## src/rtl/mem_resp_queue.sv

```systemverilog
// In-order memory-response queue between EX and WB: tracks up to DEPTH in-flight
// instructions, aligns load data, drops responses for flushed requests. Optional: MEM_RESP_FWD_EN.
module mem_resp_queue #(
    parameter int DEPTH     = 4,
    parameter int PAYLOAD_W = 64
) (
    input  logic                       clk,
    input  logic                       reset,
    input  logic                       in_valid,
    output logic                       in_ready,
    input  logic                       in_is_mem,
    input  logic                       in_is_load,
    input  logic [6:0]                 in_ld_type,
    input  logic [1:0]                 in_offset,
    input  logic [31:0]                in_rt_value,
    input  logic [31:0]                in_result,
    input  logic [PAYLOAD_W-1:0]       in_payload,
    input  logic                       dcache_data_ok,
    input  logic [31:0]                dcache_rdata,
    output logic                       out_valid,
    input  logic                       out_ready,
    output logic [31:0]                out_result,
    output logic [PAYLOAD_W-1:0]       out_payload,
    input  logic                       flush,
    output logic [$clog2(DEPTH):0]     outstanding
);

    localparam int PTR_W = $clog2(DEPTH);
    localparam int CNT_W = PTR_W + 1;

    // one-hot bit positions of {lb,lbu,lh,lhu,lw,lwl,lwr}
    localparam int LD_LB  = 6;
    localparam int LD_LBU = 5;
    localparam int LD_LH  = 4;
    localparam int LD_LHU = 3;
    localparam int LD_LW  = 2;
    localparam int LD_LWL = 1;
    localparam int LD_LWR = 0;

    function automatic logic [31:0] align_load(input logic [31:0] rdata,
                                               input logic [6:0]  ld_type,
                                               input logic [1:0]  off,
                                               input logic [31:0] rt);
        logic [7:0]  b;
        logic [15:0] h;
        logic [31:0] r;
        b = rdata[{off, 3'b000} +: 8];
        h = off[1] ? rdata[31:16] : rdata[15:0];
        r = rdata;
        if (ld_type[LD_LB])       r = {{24{b[7]}}, b};
        else if (ld_type[LD_LBU]) r = {24'h0, b};
        else if (ld_type[LD_LH])  r = {{16{h[15]}}, h};
        else if (ld_type[LD_LHU]) r = {16'h0, h};
        else if (ld_type[LD_LW])  r = rdata;
        else if (ld_type[LD_LWL]) begin
            case (off)
                2'd0:    r = {rdata[7:0],  rt[23:0]};
                2'd1:    r = {rdata[15:0], rt[15:0]};
                2'd2:    r = {rdata[23:0], rt[7:0]};
                default: r = rdata;
            endcase
        end else if (ld_type[LD_LWR]) begin
            case (off)
                2'd0:    r = rdata;
                2'd1:    r = {rt[31:24], rdata[31:8]};
                2'd2:    r = {rt[31:16], rdata[31:16]};
                default: r = {rt[31:8],  rdata[31:24]};
            endcase
        end
        return r;
    endfunction

    logic [PTR_W-1:0] head, tail, pend, mem_wr;
    logic [CNT_W-1:0] count, pend_cnt, drop_cnt;

    logic                 e_done    [DEPTH];
    logic                 e_is_load [DEPTH];
    logic [6:0]           e_ld_type [DEPTH];
    logic [1:0]           e_off     [DEPTH];
    logic [31:0]          e_rt      [DEPTH];
    logic [31:0]          e_result  [DEPTH];
    logic [PAYLOAD_W-1:0] e_payload [DEPTH];
    // queue slots of pending mem entries, oldest at pend
    logic [PTR_W-1:0]     mem_idx   [DEPTH];

    logic             enq, enq_mem, deq, drop, cpl, fwd_hit;
    logic [PTR_W-1:0] cpl_slot;
    logic [31:0]      cpl_data, cpl_result;

    assign in_ready    = (count < CNT_W'(DEPTH)) && !flush && !reset;
    assign enq         = in_valid && in_ready;
    assign enq_mem     = enq && in_is_mem;
    assign drop        = dcache_data_ok && (drop_cnt != '0) && !flush && !reset;
    assign cpl         = dcache_data_ok && (drop_cnt == '0) && (pend_cnt != '0) && !flush && !reset;
    assign cpl_slot    = mem_idx[pend];
    assign cpl_data    = align_load(dcache_rdata, e_ld_type[cpl_slot], e_off[cpl_slot], e_rt[cpl_slot]);
    assign cpl_result  = e_is_load[cpl_slot] ? cpl_data : e_result[cpl_slot];
    assign deq         = out_valid && out_ready;
    assign outstanding = pend_cnt + drop_cnt;
    assign out_payload = e_payload[head];

`ifdef MEM_RESP_FWD_EN
    assign fwd_hit = cpl && (count != '0) && (cpl_slot == head);
`else
    assign fwd_hit = 1'b0;
`endif

    // NOTE: every combinational output gets a default first so no latch is inferred.
    always_comb begin
        out_valid  = 1'b0;
        out_result = '0;
        if (!reset && !flush) begin
            if ((count != '0) && e_done[head]) begin
                out_valid  = 1'b1;
                out_result = e_result[head];
            end else if (fwd_hit) begin
                out_valid  = 1'b1;
                out_result = cpl_result;
            end
        end
    end

    // NOTE: sequential state uses non-blocking assignments only; blocking is kept to
    // function locals and always_comb.
    always_ff @(posedge clk) begin
        if (reset) begin
            head     <= '0;
            tail     <= '0;
            pend     <= '0;
            mem_wr   <= '0;
            count    <= '0;
            pend_cnt <= '0;
            drop_cnt <= '0;
        end else if (flush) begin
            head     <= '0;
            tail     <= '0;
            pend     <= '0;
            mem_wr   <= '0;
            count    <= '0;
            pend_cnt <= '0;
            // a coincident response belongs to one of the requests being written off
            drop_cnt <= drop_cnt + pend_cnt
                      - CNT_W'(dcache_data_ok && ((drop_cnt != '0) || (pend_cnt != '0)));
        end else begin
            if (enq)     tail   <= tail + 1'b1;
            if (enq_mem) mem_wr <= mem_wr + 1'b1;
            if (deq)     head   <= head + 1'b1;
            if (cpl)     pend   <= pend + 1'b1;
            if (drop)    drop_cnt <= drop_cnt - 1'b1;
            count    <= count + CNT_W'(enq) - CNT_W'(deq);
            pend_cnt <= pend_cnt + CNT_W'(enq_mem) - CNT_W'(cpl);
        end
    end

    // NOTE: entry storage is not reset; count and pointers alone decide which slots are live.
    always_ff @(posedge clk) begin
        if (enq) begin
            e_done[tail]    <= !in_is_mem;
            e_is_load[tail] <= in_is_load;
            e_ld_type[tail] <= in_ld_type;
            e_off[tail]     <= in_offset;
            e_rt[tail]      <= in_rt_value;
            e_result[tail]  <= in_result;
            e_payload[tail] <= in_payload;
        end
        if (enq_mem) mem_idx[mem_wr] <= tail;
        if (cpl) begin
            e_done[cpl_slot]   <= 1'b1;
            e_result[cpl_slot] <= cpl_result;
        end
    end

endmodule

```

## config.mk

```make
export PLATFORM = sky130hd
export DESIGN_NAME = mem_resp_queue
export DESIGN_NICKNAME = d
export VERILOG_FILES = /design/src/rtl/mem_resp_queue.sv
export SDC_FILE = /design/constraint.sdc
export NUM_CORES = 1
export LEC_CHECK = 0
export ABC_AREA = 1
export CORE_MARGIN = 5
export CORE_UTILIZATION = 53
export CTS_CLUSTER_SIZE = 40
export DETAILED_ROUTE_END_ITERATION = 16
export GPL_TIMING_DRIVEN = 1
export PLACE_DENSITY = 0.73
export REMOVE_ABC_BUFFERS = 1
export SLEW_MARGIN = 25
export SYNTH_ARGS = -nofsm -noshare
export SYNTH_HDL_FRONTEND = slang
export SYNTH_SLANG_ARGS = --single-unit
```

## constraint.sdc

```tcl
create_clock -name clk -period 21.2 [get_ports clk]
set_input_delay 6.36 -clock clk [delete_from_list [all_inputs] [get_ports clk]]
set_output_delay 6.36 -clock clk [all_outputs]
set_load 0.05 [all_outputs]
```

Word level (Yosys, flattened, before mapping)
Memories as Yosys holds them, arrays and structs flattened. A register that Yosys moved wholly into a read port is not among the register bits.
Cells that the tools add are included.
{"block": "classes", "n_addsub": 11, "magnitude_cmp": 1, "n_eq_ne": 4, "shifts": 1, "muxes": 31, "n_bitwise": 3, "n_reduce_logical": 27}
{"op": "$mux W32", "n": 10}
{"op": "$pmux W32 S3", "n": 2}
{"op": "$shiftx A32 B6 Y8", "n": 1}
{"op": "$mux W16", "n": 1}
{"op": "$mux W2", "n": 8}
{"op": "$logic_and A1 B1 Y1", "n": 15}
{"op": "$reduce_bool A3 Y1", "n": 3}
{"op": "$sub A3 B1 Y3", "n": 3}
{"op": "$add A2 B1 Y2 const B", "n": 4}
{"op": "$mux W1", "n": 8}
{"op": "$add A3 B1 Y3", "n": 2}
{"op": "$mux W3", "n": 2}
{"op": "$add A3 B3 Y3", "n": 1}
{"op": "$logic_not A1 Y1", "n": 3}
{"op": "$logic_not A3 Y1", "n": 1}
{"op": "$lt A3 B3 Y1 const B", "n": 1}
{"op": "$sub A3 B1 Y3 const B", "n": 1}
{"op": "$and A1 B1 Y1", "n": 2}
{"op": "$eq A2 B1 Y1 const B", "n": 1}
{"op": "$eq A2 B2 Y1", "n": 1}
{"op": "$eq A2 B2 Y1 const B", "n": 1}
{"op": "$logic_not A2 Y1", "n": 1}
{"op": "$reduce_and A2 Y1", "n": 1}
{"op": "$reduce_bool A2 Y1", "n": 1}
{"op": "other kinds (4)", "n": 4}
{"block": "word_totals", "regBits": 17, "mem_bits_rw": 564, "inputBits": 177, "output_inout_bits": 101, "wordCells": 93, "n_memories": 8}
{"memory": "e_payload", "depth": 4, "width": 64, "read_ports": 1, "rd_ports_with_merged_regs": 1, "wr": 1, "line_no": "82", "rtl": "logic [PAYLOAD_W-1:0] e_payload [DEPTH];"}
{"memory": "e_result", "depth": 4, "width": 32, "read_ports": 1, "rd_ports_with_merged_regs": 1, "wr": 2, "line_no": "81", "rtl": "logic [31:0] e_result [DEPTH];"}
{"memory": "e_rt", "depth": 4, "width": 32, "read_ports": 1, "rd_ports_with_merged_regs": 0, "wr": 1, "line_no": "80", "rtl": "logic [31:0] e_rt [DEPTH];"}
{"memory": "e_ld_type", "depth": 4, "width": 7, "read_ports": 1, "rd_ports_with_merged_regs": 0, "wr": 1, "line_no": "78", "rtl": "logic [6:0] e_ld_type [DEPTH];"}
{"memory": "e_off", "depth": 4, "width": 2, "read_ports": 1, "rd_ports_with_merged_regs": 0, "wr": 1, "line_no": "79", "rtl": "logic [1:0] e_off [DEPTH];"}
{"memory": "mem_idx", "depth": 4, "width": 2, "read_ports": 1, "rd_ports_with_merged_regs": 1, "wr": 1, "line_no": "84", "rtl": "logic [PTR_W-1:0] mem_idx [DEPTH];"}
{"memory": "+2 memories"}

Logic depth before layout (Yosys ltp)
Gate-level depths: netlist of the first run.
An unclocked memory read counts as a cell.
{"block": "logic_depth", "word_depth": 11, "ltp_mapped": 24, "mapped_depth_nobuf": 21}

Least setup slack after synthesis of the first run
OpenSTA, ideal clock, no wires.
{"block": "synth_path", "kind": "input -> output", "start": "input reset", "end": "output out_result[10]", "t_arrival_ps": 7820, "setup_slack_ps": 7020, "path_stages": 4, "cell_sequence": "nor2_1 nand2_1 clkbuf_1 a21oi_1"}
{"block": "synth_via", "elab_chain_cells": 3}
{"element": "start: declaration", "line_no": "8", "rtl": "input logic reset,"}
{"element": "$logic_not A1 Y1", "line_no": "112", "rtl": "if (!reset && !flush) begin"}
{"element": "$logic_and A1 B1 Y1", "line_no": "112"}
{"element": "$mux W32", "line_no": "112"}
{"element": "end: declaration", "line_no": "22", "rtl": "output logic [31:0] out_result,"}
Every way passes these cells.

Worst setup path in the final report of the first run
{"block": "layout_path", "start": "input reset", "end": "output out_result[30]"}
Same word-level chain as after synthesis.

==> results of run 1 <==
==> power groups by stage <==
| stage | combinational, mW | clock [mW] | sequential (mW) |
|---|---|---|---|
| 2_1_floorplan | 0.0767 | 0 | 1.31 |
| 3_3_place_gp | 0.153 | 0 | 1.31 |
| 3_5_place_dp | 0.156 | 0 | 1.31 |
| 4_1_cts | 0.157 | 1.05 | 1.28 |
| 6_report | 0.158 | 1.04 | 1.28 |
| 5_1_grt | 0.172 | 1.10 | 1.28 |
==> final cells by class <==
cell class	count	area, um^2
sequential	585	17300
antenna	6	15.0
inverter	123	468
multi-input combinational	1846	8520
tap	672	841
clock buffer	78	1580
clock inverter	29	378
timing repair buffer	307	3030
fill	3895	18100
==> final timing paths <==
kind | to | cells past startpoint | slack, ps
max | out_result[30] | 6 | 5340
min | pend[1]$_SDFFE_PN0P_ | 2 | 480
max reg2reg | count[2]$_SDFF_PN0_ | 18 | 16140
min reg2reg | pend[1]$_SDFFE_PN0P_ | 2 | 480
==> through the flow <==
stage	utilization, %	hold WS [ps]	setup slack, ps	std cells
6_report	64.0	477	5340	3646
5_1_grt	64.0	516	5160	3644
4_1_cts	63.8	478	5280	3638
3_5_place_dp	60.0	465	5340	3531
3_3_place_gp	60.0	447	5400	3531
2_1_floorplan	-	436	6580	2554
==> flip-flops by register name (all words and copies together) (netlist names), named ones only <==
name,count
e_payload,256
e_result,128
e_rt,128
e_ld_type,28
e_off,8
mem_idx,8
e_done,4
e_is_load,4
count,3
drop_cnt,3
pend_cnt,3
head,2
mem_wr,2
pend,2
tail,2
==> cells in the final DEF (no fill, tap or decap), types with 3 or more instances in the layout <==
cell type	netlist	routed
sky130_fd_sc_hd__o22ai_1	85	85
sky130_fd_sc_hd__o311ai_0	4	4
sky130_fd_sc_hd__dfxtp_1	25	23
sky130_fd_sc_hd__clkdlybuf4s50_1	0	277
sky130_fd_sc_hd__clkinv_2	1	10
sky130_fd_sc_hd__or2_2	17	17
sky130_fd_sc_hd__inv_2	11	12
sky130_fd_sc_hd__nand4_1	3	3
sky130_fd_sc_hd__o21ai_0	264	260
sky130_fd_sc_hd__nand3_1	87	87
sky130_fd_sc_hd__nand2_1	766	766
sky130_fd_sc_hd__xor2_1	5	5
sky130_fd_sc_hd__a21oi_1	98	98
sky130_fd_sc_hd__ha_1	17	17
sky130_fd_sc_hd__nand2_2	24	24
sky130_fd_sc_hd__o21ai_1	10	10
sky130_fd_sc_hd__clkinvlp_4	0	3
sky130_fd_sc_hd__nor2_4	2	6
sky130_fd_sc_hd__nand2_4	16	16
sky130_fd_sc_hd__a31oi_1	6	6
sky130_fd_sc_hd__nor3_1	4	4
sky130_fd_sc_hd__buf_4	16	27
sky130_fd_sc_hd__fa_1	3	3
sky130_fd_sc_hd__o21ai_2	5	7
sky130_fd_sc_hd__nor2_1	388	384
sky130_fd_sc_hd__edfxtp_1	560	560
sky130_fd_sc_hd__clkinv_1	1	6
sky130_fd_sc_hd__a211oi_1	3	3
sky130_fd_sc_hd__bufinv_16	0	8
sky130_fd_sc_hd__o211ai_1	9	9
sky130_fd_sc_hd__clkbuf_1	71	15
sky130_fd_sc_hd__inv_1	109	108
sky130_fd_sc_hd__diode_2	0	6
sky130_fd_sc_hd__clkbuf_8	0	5
sky130_fd_sc_hd__nor2_2	4	4
sky130_fd_sc_hd__o2111ai_1	3	3
sky130_fd_sc_hd__clkbuf_16	0	58
==> worst min-delay path, delay by kind of cell (launching register included) <==
kind	cells	cell delay [ps]
flip-flops	1	300
AO/OA/AOI/OAI	1	70
buffers and inverters	1	60
==> logic make-up after synthesis <==
logic type	Yosys count	synth area share (%)
AOI/OAI and AO/OA	496	10.0
xor gates and xnor gates	7	0.227
adders and majority gates	20	1.01
buffers and inverters	270	4.50
DFF	585	64.2
muxes	2	0.0742
and+or+nand+nor	1321	20.0
==> routing by layer <==
| metal | up-vias | share of wire [%] | track usage, % |
|---|---|---|---|
| li1 | 9682 | - | - |
| met1 | 9837 | 40 | 35.4 |
| met2 | 899 | 48 | 43.1 |
| met3 | 136 | 8.8 | 5.01 |
| met4 | 6 | 2.6 | 7.93 |
| met5 | - | 0.049 | 0 |
==> flow_summary.toml, run 1 <==
[final_layout]
finish.net_count = 3118
drive_above_1_share_pct = 7.31
syn2layout_area_growth_pct = 19.1
finalInstanceArea_um2 = 32200

[critical_path]
critical_path_most_common_cell = "sky130_fd_sc_hd__clkdlybuf4s50_1"
timing.critical_path.arrival_ps = 9500
critical_path_class = "in -> out"
cpLargestDelayFamily = "buffers and inverters"
critical_path.endpoint_type = "output pin"
setup.worst_path.start = "reset"
startpoint_type = "primary input"
critPathBufInv = 3
crit_path_max_fanout = 18
critical-path-max-stage-delay_ps = 840
crit_chain = "clkdlybuf4s50_1, nor2_1, nand2_1, buf_4, a21oi_1, clkdlybuf4s50_1"
cp_max_delay_cell = "sky130_fd_sc_hd__clkdlybuf4s50_1"
worst_ep_required_time_ps = 14840

[clock_network]
clock_network_latency_to_the_later_pin_of_the_worst_skew_pair_ps = 620
clock_tree.root_cell = "sky130_fd_sc_hd__clkbuf_16"
clock-sinks = 585
cts.reportedPaths.clkPinSlew_ps = 60
cts_tree = "built"
htree_num_levels = 2
clock_path_buffers = 3
total_setup_buffers_inserted_after_cts = 0
holdBufCountCts = 0
post_cts_resized = 0
cts_buffers = 58

[logic_synthesis]
synth.avg_cell_area_um2 = 9.99
post_synth_num_cell_types = 53
synth_async_sr_flop_share_pct = 0
synthTopCellsByCount = "766 x sky130_fd_sc_hd__nand2_1, 560 x sky130_fd_sc_hd__edfxtp_1, 388 x sky130_fd_sc_hd__nor2_1"
synth.area.top_cells = "sky130_fd_sc_hd__edfxtp_1 62%, sky130_fd_sc_hd__nand2_1 11%, sky130_fd_sc_hd__nor2_1 5.4%"
synthDominantCellAreaShare_pct = 62.3
ys_seq_elements = 585
synth-edff-count = 560
post_synthesis_instance_area_um2 = 27000
ys_seq_area_share_pct = 64.2
synth_area_leader_cell = "sky130_fd_sc_hd__edfxtp_1"
synthesis.instances = 2701
synth.yosys.warnings = 0
synthMostInstantiatedCell = "sky130_fd_sc_hd__nand2_1"
synth-main-ff-cell = "sky130_fd_sc_hd__edfxtp_1"

[die]
core_region_area_um2 = 50300
io_pins = 278
die_x_um = 236
area_of_the_die_um2 = 55500
initial_core_util_pct = 53.7
fp-row-count = 82
die_h_um = 236

[global_route]
grt_start_max_net_pins = 106
grt_antenna_before_repair = 9
globalRouteOverflowTotal = 0
number_of_global_route_vias_before_repair = 19556
grt_pass1_wl_um = 114000
grt_usage_pct = 26.0

[timing]
final_max_slew_viol_count = 0
setup_total_negative_slack_ps = 0
max_freq_ghz = 0.0631
timing.clock.skew_ps = 16.5
finalCriticalPeriod_ps = 15860
grt_setup_unrepaired = "no"
count_of_endpoints_failing_hold_in_the_final_timing_report = 0
count_of_final_setup_violators = 0
worst_pin_slew_ps = 1040
worst_slew_margin_rel_pct = 30.9
timing.final.crit_share_pct = 74.8

[hold_path]
min_path_type = "reg -> reg"
timing.hold.worst.start = "pend[1]$_SDFFE_PN0P_"

[place]
detailed_place_hpwl_um = 47100
dpl-instance-area_um2 = 30100
place.gp.congestion = 0.951
io_buffers = 277

[route]
antenna_left = 0
routed_length_per_placed_instance_um = 20.7
routed_wirelength_um = 75400
drtIter0Drc = 1829
via_per_inst = 5.64
routed-via-count = 20560
detail_route.drc_violations = 0
dr.pass1.iters = 7

[power]
share_clk_of_total_power_pct = 41.9
p_seq_share_pct = 51.7
switching_share_pct = 21.0
worst_ir_drop_vdd_v = 0.0000709
total_leakage_power_nw = 12.2
p_comb_share_pct = 6.4
power_density_nw_per_um2 = 77.1
cell_internal_pwr_mw = 1.96
p_sw_mw = 0.522
power.total_mw = 2.48

[flow_run]
cap_viol_max_count = 0

[status]
outcome = "finished, final reports clean"
No activity file was read; power rests on OpenSTA's default activity.
==> run 2: changes to the inputs <==
==> constraint.sdc (replaced) <==
create_clock -name clk -period 15.7 [get_ports clk]
set_input_delay 4.71 -clock clk [delete_from_list [all_inputs] [get_ports clk]]
set_output_delay 4.71 -clock clk [all_outputs]
set_load 0.05 [all_outputs]
==> flow_summary.toml, run 2 (synthesis gave the netlist of run 1 again) <==
[route]
antenna_left = 0
dr.pass1.iters = 6
routed_wirelength_um = 74600
detail_route.drc_violations = 0
routed_length_per_placed_instance_um = 20.5
drtIter0Drc = 1929
via_per_inst = 5.64
routed-via-count = 20540

[place]
pre_cts_ws_ps = 3840
place_inst = 3531
dpl-instance-area_um2 = 30100
io_buffers = 277
place.gp.congestion = 0.929
detailed_place_hpwl_um = 46900

[power]
worst_ir_drop_vdd_v = 0.0000811
total_leakage_power_nw = 12.2
power_density_nw_per_um2 = 103
power.total_mw = 3.30

[timing]
finalWorstSetupSlack_ps = 3810
timing.final.crit_share_pct = 75.7
worst_slew_margin_rel_pct = 30.4
timing.clock.skew_ps = 29.5
count_of_final_setup_violators = 0
worst_pin_slew_ps = 1040
max_freq_ghz = 0.0841
finalCriticalPeriod_ps = 11890
setup_total_negative_slack_ps = 0
final_max_slew_viol_count = 0
count_of_endpoints_failing_hold_in_the_final_timing_report = 0
grt_setup_unrepaired = "no"

[global_route]
grt_pass1_wl_um = 113000
globalRouteOverflowTotal = 0
number_of_global_route_vias_before_repair = 19581
grt_start_max_net_pins = 122
grt_antenna_before_repair = 6
grt_usage_pct = 25.7

[final_layout]
instances_no_fill = 3642
final_cell_mix = "766 x sky130_fd_sc_hd__nand2_1, 560 x sky130_fd_sc_hd__edfxtp_1, 384 x sky130_fd_sc_hd__nor2_1, 277 x sky130_fd_sc_hd__clkdlybuf4s50_1, 260 x sky130_fd_sc_hd__o21ai_0"
largest-register = "e_payload"
finalInstanceArea_um2 = 32000
drive_above_1_share_pct = 7.35
largestRegisters = "e_payload x256, e_result x128, e_rt x128"
layout_commonest_cell = "sky130_fd_sc_hd__nand2_1"
layout.filler_cells = 3924
finish.net_count = 3116
syn2layout_area_growth_pct = 18.6
number_of_flip_flops_under_the_largest_register_name = 256

[critical_path]
critPathBufInv = 3
startpoint_type = "primary input"
setup.worst_path.start = "flush"
timing.critical_path.depth = 6
timing.critical_path.arrival_ps = 7180
crit_end = "out_result[3]"
cp_max_delay_cell = "sky130_fd_sc_hd__clkdlybuf4s50_1"
cpLargestDelayFamily = "buffers and inverters"
worst_ep_required_time_ps = 10990
register_to_register_setup_slack_ps = 11170
r2r.worst_path.cells = 14
critical_path_class = "in -> out"
critical_path.endpoint_type = "output pin"
critical_path_most_common_cell = "sky130_fd_sc_hd__clkdlybuf4s50_1"
crit_path_max_fanout = 33
crit-reg2reg-capture = "e_result[2][13]$_DFFE_PP_"
crit_chain = "clkdlybuf4s50_1, nor2_1, nand2_1, buf_4, a21oi_1, clkdlybuf4s50_1"
critical-path-max-stage-delay_ps = 840

[die]
initial_core_util_pct = 53.7
area_of_the_die_um2 = 55500
die_h_um = 236
die_x_um = 236
io_pins = 278
core_region_area_um2 = 50300
fp-row-count = 82

[clock_network]
cts.reportedPaths.clkPinSlew_ps = 60
total_setup_buffers_inserted_after_cts = 0
clock_tree.root_cell = "sky130_fd_sc_hd__clkbuf_16"
htree_num_levels = 2
cts_tree = "built"
clock-sinks = 585
post_cts_resized = 0
holdBufCountCts = 0
cts_buffers = 58
clock_path_buffers = 3
clock_network_latency_to_the_later_pin_of_the_worst_skew_pair_ps = 630

[hold_path]
min_path_type = "reg -> reg"
timing.hold.worst.start = "pend[1]$_SDFFE_PN0P_"

[status]
outcome = "finished, final reports clean"

[flow_run]
cap_viol_max_count = 0
-- run 2: cell type report --
type / count / area (um^2) / share of cell area [%]
repair buffers: 305 / 2990 / 9.34
clock inverters: 36 / 318 / 0.992
flip-flops and latches: 585 / 17300 / 54.1
diodes: 4 / 10.0 / 0.0313
inverters: 123 / 468 / 1.46
clock buffers: 71 / 1550 / 4.85
well taps: 672 / 841 / 2.63
multi-input cells: 1846 / 8520 / 26.6
-- run 2: power by group --
part	leakage [nW]	internal [mW]	switching [mW]
Sequential	5.26	1.73	0.00520
Combinational	6.00	0.0836	0.129
Clock	0.928	0.771	0.580
-- run 2: worst register-to-register path: stages (launching register included) --
cell,delay (ps)
sky130_fd_sc_hd__dfxtp_1,520
sky130_fd_sc_hd__nand2_1,160
sky130_fd_sc_hd__nand3_4,140
sky130_fd_sc_hd__nand2_4,270
sky130_fd_sc_hd__nand2_2,540
sky130_fd_sc_hd__nor2_1,90
sky130_fd_sc_hd__a21oi_1,140
sky130_fd_sc_hd__nand3_1,630
sky130_fd_sc_hd__nor2_1,1060
sky130_fd_sc_hd__or2_2,250
sky130_fd_sc_hd__nand2_1,60
sky130_fd_sc_hd__nand2_1,120
sky130_fd_sc_hd__nand2_1,130
sky130_fd_sc_hd__nand2_1,120
sky130_fd_sc_hd__nand2_1,60
-- run 2: worst min-delay path by stage --
stage               slack (ps)                    to  cells after the start
global route               500              register                      2
detailed placement         460              register                      2
finish                     470              register                      2
floorplan                  440              register                      2
global placement           450  pend[1]$_SDFFE_PN0P_                      2
CTS                        470              register                      2
-- run 2: through the flow --
| stage | hold slack (ps) | util, % |
|---|---|---|
| after floorplan | 436 | - |
| after global placement | 449 | 60.0 |
| after detailed placement | 461 | 60.0 |
| after CTS | 467 | 63.7 |
| after global routing | 503 | 63.7 |
| final | 470 | 63.7 |
-- run 2: layer usage --
metal	track usage (%)	vias to the layer above	share of wire (%)
met4	8.37	8	3.3
met3	4.51	148	8.2
met5	0	-	0.059
li1	-	9692	-
met1	35.5	9830	41
met2	42.0	862	47
